==> config.mk <==
export PLATFORM = sky130hd
export DESIGN_NAME = rotor_reverse
export DESIGN_NICKNAME = d
export VERILOG_FILES = /design/src/rtl/rotor_reverse.sv
export SDC_FILE = /design/constraint.sdc
export NUM_CORES = 1
export LEC_CHECK = 0
export CAP_MARGIN = 5
export CORE_MARGIN = 2
export CORE_UTILIZATION = 24
export DETAILED_ROUTE_END_ITERATION = 8
export GPL_ROUTABILITY_DRIVEN = 0
export GPL_TIMING_DRIVEN = 0
export PLACE_DENSITY_LB_ADDON = 0.2
export SETUP_SLACK_MARGIN = 0.4
export SLEW_MARGIN = 10
export SYNTH_ARGS = -nofsm -noshare
export SYNTH_HDL_FRONTEND = slang
export SYNTH_SLANG_ARGS = --single-unit
==> constraint.sdc <==
create_clock -name clk -period 5.8 [get_ports clk]
set_clock_uncertainty 0.15 [all_clocks]
set_input_delay 1.16 -clock clk [delete_from_list [all_inputs] [get_ports clk]]
set_output_delay 1.16 -clock clk [all_outputs]
set_load 0.01 [all_outputs]
==> src/rtl/rotor_reverse.sv <==
// rotor_reverse: return-path rotor stage (left-to-right inverse wiring) behind a one-deep valid/ready output register.
// Define ROTOR_REVERSE_NOTCH_EN to build the turnover (notch) pulse; otherwise notch is tied low.
module rotor_reverse #(
  parameter int NOTCH = 16
) (
  input  logic       clk,
  input  logic       rst_n,
  input  logic       in_valid,
  output logic       in_ready,
  input  logic [4:0] in_left,
  output logic       out_valid,
  input  logic       out_ready,
  output logic [4:0] out_right,
  output logic       out_err,
  input  logic       load,
  input  logic [4:0] load_val,
  input  logic       step,
  output logic [4:0] pos,
  output logic       notch
);

  if (NOTCH < 0 || NOTCH > 25) begin : g_notchRangeCheck
    $error("rotor_reverse: NOTCH must lie in 0..25");
  end

  logic       r_valid;
  logic [4:0] r_right;
  logic       r_err;
  logic [4:0] r_pos;

  logic [5:0] w_sum;
  logic [5:0] w_contact;
  logic [5:0] w_inv;
  logic [4:0] w_exit;
  logic       w_illegal;
  logic       w_xfer;
  logic       w_loadOk;

  function automatic logic [5:0] invWire(input logic [5:0] c);
    logic [5:0] r;
    case (c)
      6'd0:    r = 6'd20;
      6'd1:    r = 6'd22;
      6'd2:    r = 6'd24;
      6'd3:    r = 6'd6;
      6'd4:    r = 6'd0;
      6'd5:    r = 6'd3;
      6'd6:    r = 6'd5;
      6'd7:    r = 6'd15;
      6'd8:    r = 6'd21;
      6'd9:    r = 6'd25;
      6'd10:   r = 6'd1;
      6'd11:   r = 6'd4;
      6'd12:   r = 6'd2;
      6'd13:   r = 6'd10;
      6'd14:   r = 6'd12;
      6'd15:   r = 6'd19;
      6'd16:   r = 6'd7;
      6'd17:   r = 6'd23;
      6'd18:   r = 6'd18;
      6'd19:   r = 6'd11;
      6'd20:   r = 6'd17;
      6'd21:   r = 6'd8;
      6'd22:   r = 6'd13;
      6'd23:   r = 6'd16;
      6'd24:   r = 6'd14;
      6'd25:   r = 6'd9;
      default: r = 6'd0;
    endcase
    return r;
  endfunction

  // Sum is kept 6 bits wide so in_left+pos (up to 50) reduces mod 26 without a 5-bit wrap.
  always_comb begin
    w_sum     = {1'b0, in_left} + {1'b0, r_pos};
    w_contact = (w_sum >= 6'd26) ? (w_sum - 6'd26) : w_sum;
    w_inv     = invWire(w_contact);
    w_exit    = 5'((w_inv >= {1'b0, r_pos}) ? (w_inv - {1'b0, r_pos})
                                           : (w_inv + 6'd26 - {1'b0, r_pos}));
    w_illegal = (in_left > 5'd25);
    w_loadOk  = load && (load_val <= 5'd25);
  end

  assign in_ready = !r_valid || out_ready;
  assign w_xfer   = in_valid && in_ready;

  always_ff @(posedge clk or negedge rst_n) begin
    if (!rst_n) begin
      r_valid <= 1'b0;
      r_right <= 5'd0;
      r_err   <= 1'b0;
    end else if (w_xfer) begin
      r_valid <= 1'b1;
      r_right <= w_illegal ? 5'd0 : w_exit;
      r_err   <= w_illegal;
    end else if (out_ready) begin
      r_valid <= 1'b0;
    end
  end

  // An illegal load value suppresses the whole position update, including a coincident step.
  always_ff @(posedge clk or negedge rst_n) begin
    if (!rst_n) begin
      r_pos <= 5'd0;
    end else if (load) begin
      if (w_loadOk) begin
        r_pos <= load_val;
      end
    end else if (step) begin
      r_pos <= (r_pos == 5'd25) ? 5'd0 : (r_pos + 5'd1);
    end
  end

`ifdef ROTOR_REVERSE_NOTCH_EN
  logic r_notch;

  always_ff @(posedge clk or negedge rst_n) begin
    if (!rst_n) begin
      r_notch <= 1'b0;
    end else begin
      r_notch <= step && !load && (r_pos == 5'(NOTCH));
    end
  end

  assign notch = r_notch;
`else
  assign notch = 1'b0;
`endif

  assign out_valid = r_valid;
  assign out_right = r_right;
  assign out_err   = r_err;
  assign pos       = r_pos;

endmodule

==> impl_metrics.tcl, run 1 <==
set metrics [dict create \
    drive_gt1_frac 0.295 \
    cap_viol_max_count 0 \
    hold_viol 0 \
    dr.pass1.iters 4 \
    hp-class "reg -> reg" \
    worstSetupEndpointType "flip-flop" \
    ys_seq_elements 12 \
    routed-via-count 1900 \
    dieArea_um2 8660 \
    root_buffer "clkbuf_8" \
    final_antenna_net_count 0 \
    dpl.hpwl_um 3910 \
    synth_edf_count 0 \
    worstSetupPathType "in -> reg" \
    wl_per_cell_um 14.1 \
    drt_iter0_markers 72 \
    h-tree-depth 1 \
    irDropWorstVdd_mv 0.285 \
    antenna_found_initial 0 \
    path_cells "buf_6 > ha_4 > fa_2 > a211o_1 > nand2_1 > nand4_1 > o211a_1 > nor2_4 > buf_12 > ha_4 > mux2i_1 > a221o_1 > o22ai_2 > o211a_4 > fa_1 > nor2_2 > or3_1 > and3_4 > o41ai_2" \
    crit_top_cell "ha_4" \
    synth_nets 275 \
    cp_slowest_cell "fa_1" \
    rsz0062_at_grt "false" \
    track_usage 0.120 \
    worstMarginPinSlew_ns 0.561 \
    die_x_um 93.0 \
    wirelength_um 5400 \
    nets 328 \
    ys_types 65 \
    avgSynthCellArea_um2 8.31 \
    core_area_um2 7690 \
    synthFlopType "dfrtp_1" \
    clock_latency_ns 0.25 \
    crit_family "compound AO/OA/AOI/OAI gates" \
    p_per_area_nw_per_um2 692 \
    grt_pass1_wl_um 8600 \
    crit_fanout 6 \
    period_needed_ns 5.26 \
    synthesis.instances 229 \
    p_leak_uw 0.00119 \
    async_flop_share 1.00 \
    netlist.area_leader.share 0.171 \
    startpoint_type "input pin" \
    syn_area_um2 1900 \
    via_per_inst 4.96 \
    cts_tree "yes" \
    cts_made_buffers 3 \
    run_status "completed" \
    overflow 0 \
    cts.sinks 12 \
    yosys_warnings 0 \
    grt_pass1_vias 1816 \
    setup_viol 0 \
    fillers 789 \
    total_power_uw 1980 \
    cp_data_arrival_time_ns 5.26 \
    area_delta_synth_final_pct 50.0 \
    yosysSeqAreaShare 0.158 \
    io_buffers 28 \
    slew_viol_final 0 \
    worstPathRequired_ns 5.80 \
    cts_hold_buf 0 \
    timing.final.crit_share 0.908 \
    synth.area.top_cells "ha_1 17%, dfrtp_1 16%, o21ai_0 5.0%" \
    maxClockFrequency_mhz 190 \
    critPathBufInv 2 \
    relSlewSlack 0.625 \
    clock_path_buffers 2 \
    final_core_util 0.371 \
    synth_top_area_cell "ha_1" \
    io_pins 30 \
    max_stage_delay_ns 0.56 \
    start_util 0.248 \
    clkSlewWorstSetupHoldPaths_ns 0.05 \
    grt_start_max_net_pins 13 \
    row_count 32 \
    dieHeight_um 93.0 \
    drc 0 \
    diodes 0 \
]
## path summary, 6_finish.rpt
| path | cells after the start | start | slack, ns | to |
|---|---|---|---|---|
| setup / recovery | 19 | in_left[0] | 0.54 | out_right[4] |
| hold / removal | 2 | out_right[3] | 0.34 | out_right[3] |
| setup reg to reg | 18 | pos[0] | 0.98 | out_right[4] |
| hold reg to reg | 2 | out_right[3] | 0.34 | out_right[3] |
| max in group asynchronous | 1 | rst_n | 4.01 | pos[2] |
| min in group asynchronous | 1 | rst_n | 1.12 | out_right[1] |
## final cells by class
class,instances,area [um^2],area share
multi-input cells,194,1820,0.636
repair buffers,48,457,0.160
flip-flops and latches,12,300,0.105
well taps,102,128,0.0447
inverters,18,67.6,0.0237
clock buffers,4,55.1,0.0193
plain buffers,5,31.3,0.0110
## registers in the layout, summed over array words and instances, names as in the netlist
register,cells
out_right,5
pos,5
out_err,1
out_valid,1
## worst min-delay path: stages (launching register included)
cell	delay (ns)
dfrtp_1	0.34
nand2_1	0.05
o21ai_1	0.06
## Yosys cell counts (2+ instances only)
cell type  count
a211o_1        2
a211oi_1       3
a21o_1         2
a21o_2         2
a21oi_1       13
and3_1         3
buf_4          2
clkbuf_1       2
dfrtp_1       12
fa_1           4
ha_1          26
inv_1         18
mux2i_1        3
nand2_1       19
nand2b_1       2
nand3_1        4
nor2_1        17
nor2b_1        2
nor3_1         4
o2111ai_1      2
o211a_1        3
o211ai_1       6
o21a_1         5
o21ai_0       19
o21ai_1        3
o21bai_1       6
o221ai_1       2
or3_1          2
xnor2_1        2
xor2_1         4
## layout by cell type, fill, tap and decap left out, types with 3 or more instances in the layout
cell type	n
o21bai_1	5
o21ai_0	16
nor2_1	14
o21ai_1	4
o21a_1	4
mux2i_1	3
ha_4	11
clkdlybuf4s50_1	24
a21oi_1	11
buf_4	20
ha_1	12
nand3_1	4
dfrtp_1	12
clkbuf_8	4
nand2_1	18
inv_1	16
ha_2	3
nor3_1	4
xor2_1	4
o211ai_1	6
## metrics by stage
step / instance area, um^2 / instances / setup TNS (ns) / setup slack (ns) / hold WS [ns]
6_report: 2860 / 383 / 0 / 0.536 / 0.338
5_1_grt: 2860 / 383 / 0 / 0.375 / 0.370
4_1_cts: 2630 / 374 / 0 / 0.425 / 0.339
3_5_place_dp: 2310 / 359 / -1.57 / -0.603 / 0.311
3_3_place_gp: 2310 / 359 / -1.55 / -0.580 / 0.323
2_1_floorplan: 1910 / 229 / 0 / 0.460 / 0.360
## power by group
group	internal [uW]	leakage, uW	switching (uW)	total [uW]
clock network	60.2	0.0000288	33.8	93.9
registers	110	0.000146	28.3	138
logic	892	0.00101	853	1750
total	1060	0.00119	915	1980
## cell families after synthesis
kind of cell | Yosys count | synth area share
compound gates | 93 | 0.373
xor+xnor | 6 | 0.0276
fa+ha+maj | 30 | 0.213
buf+inv | 23 | 0.0500
flops | 12 | 0.158
mux | 5 | 0.0296
other cells | 1 | 0.00197
simple gates | 59 | 0.147
## repair_timing
item | CTS | global route
buffers inserted | 11 | 9
setup endpoints to repair | 4 | 4
pin swaps | 19 | 19
resized for setup | 30 | 37
## layer usage
metal | track usage | up-vias | routed length, um
met1 | 0.158 | 895 | 2540
met4 | 0.0282 | 0 | 38
met2 | 0.215 | 41 | 2630
li1 | - | 958 | -
met3 | 0.00886 | 6 | 190
met5 | 0 | - | 0
(Power assumes the default switching activity.)
==> run 2, diff against run 1 <==
- TNS_END_PERCENT: default -> 50
==> results of run 2 <==
Same layout as run 1: the final DEF is identical, and so are final timing and power.
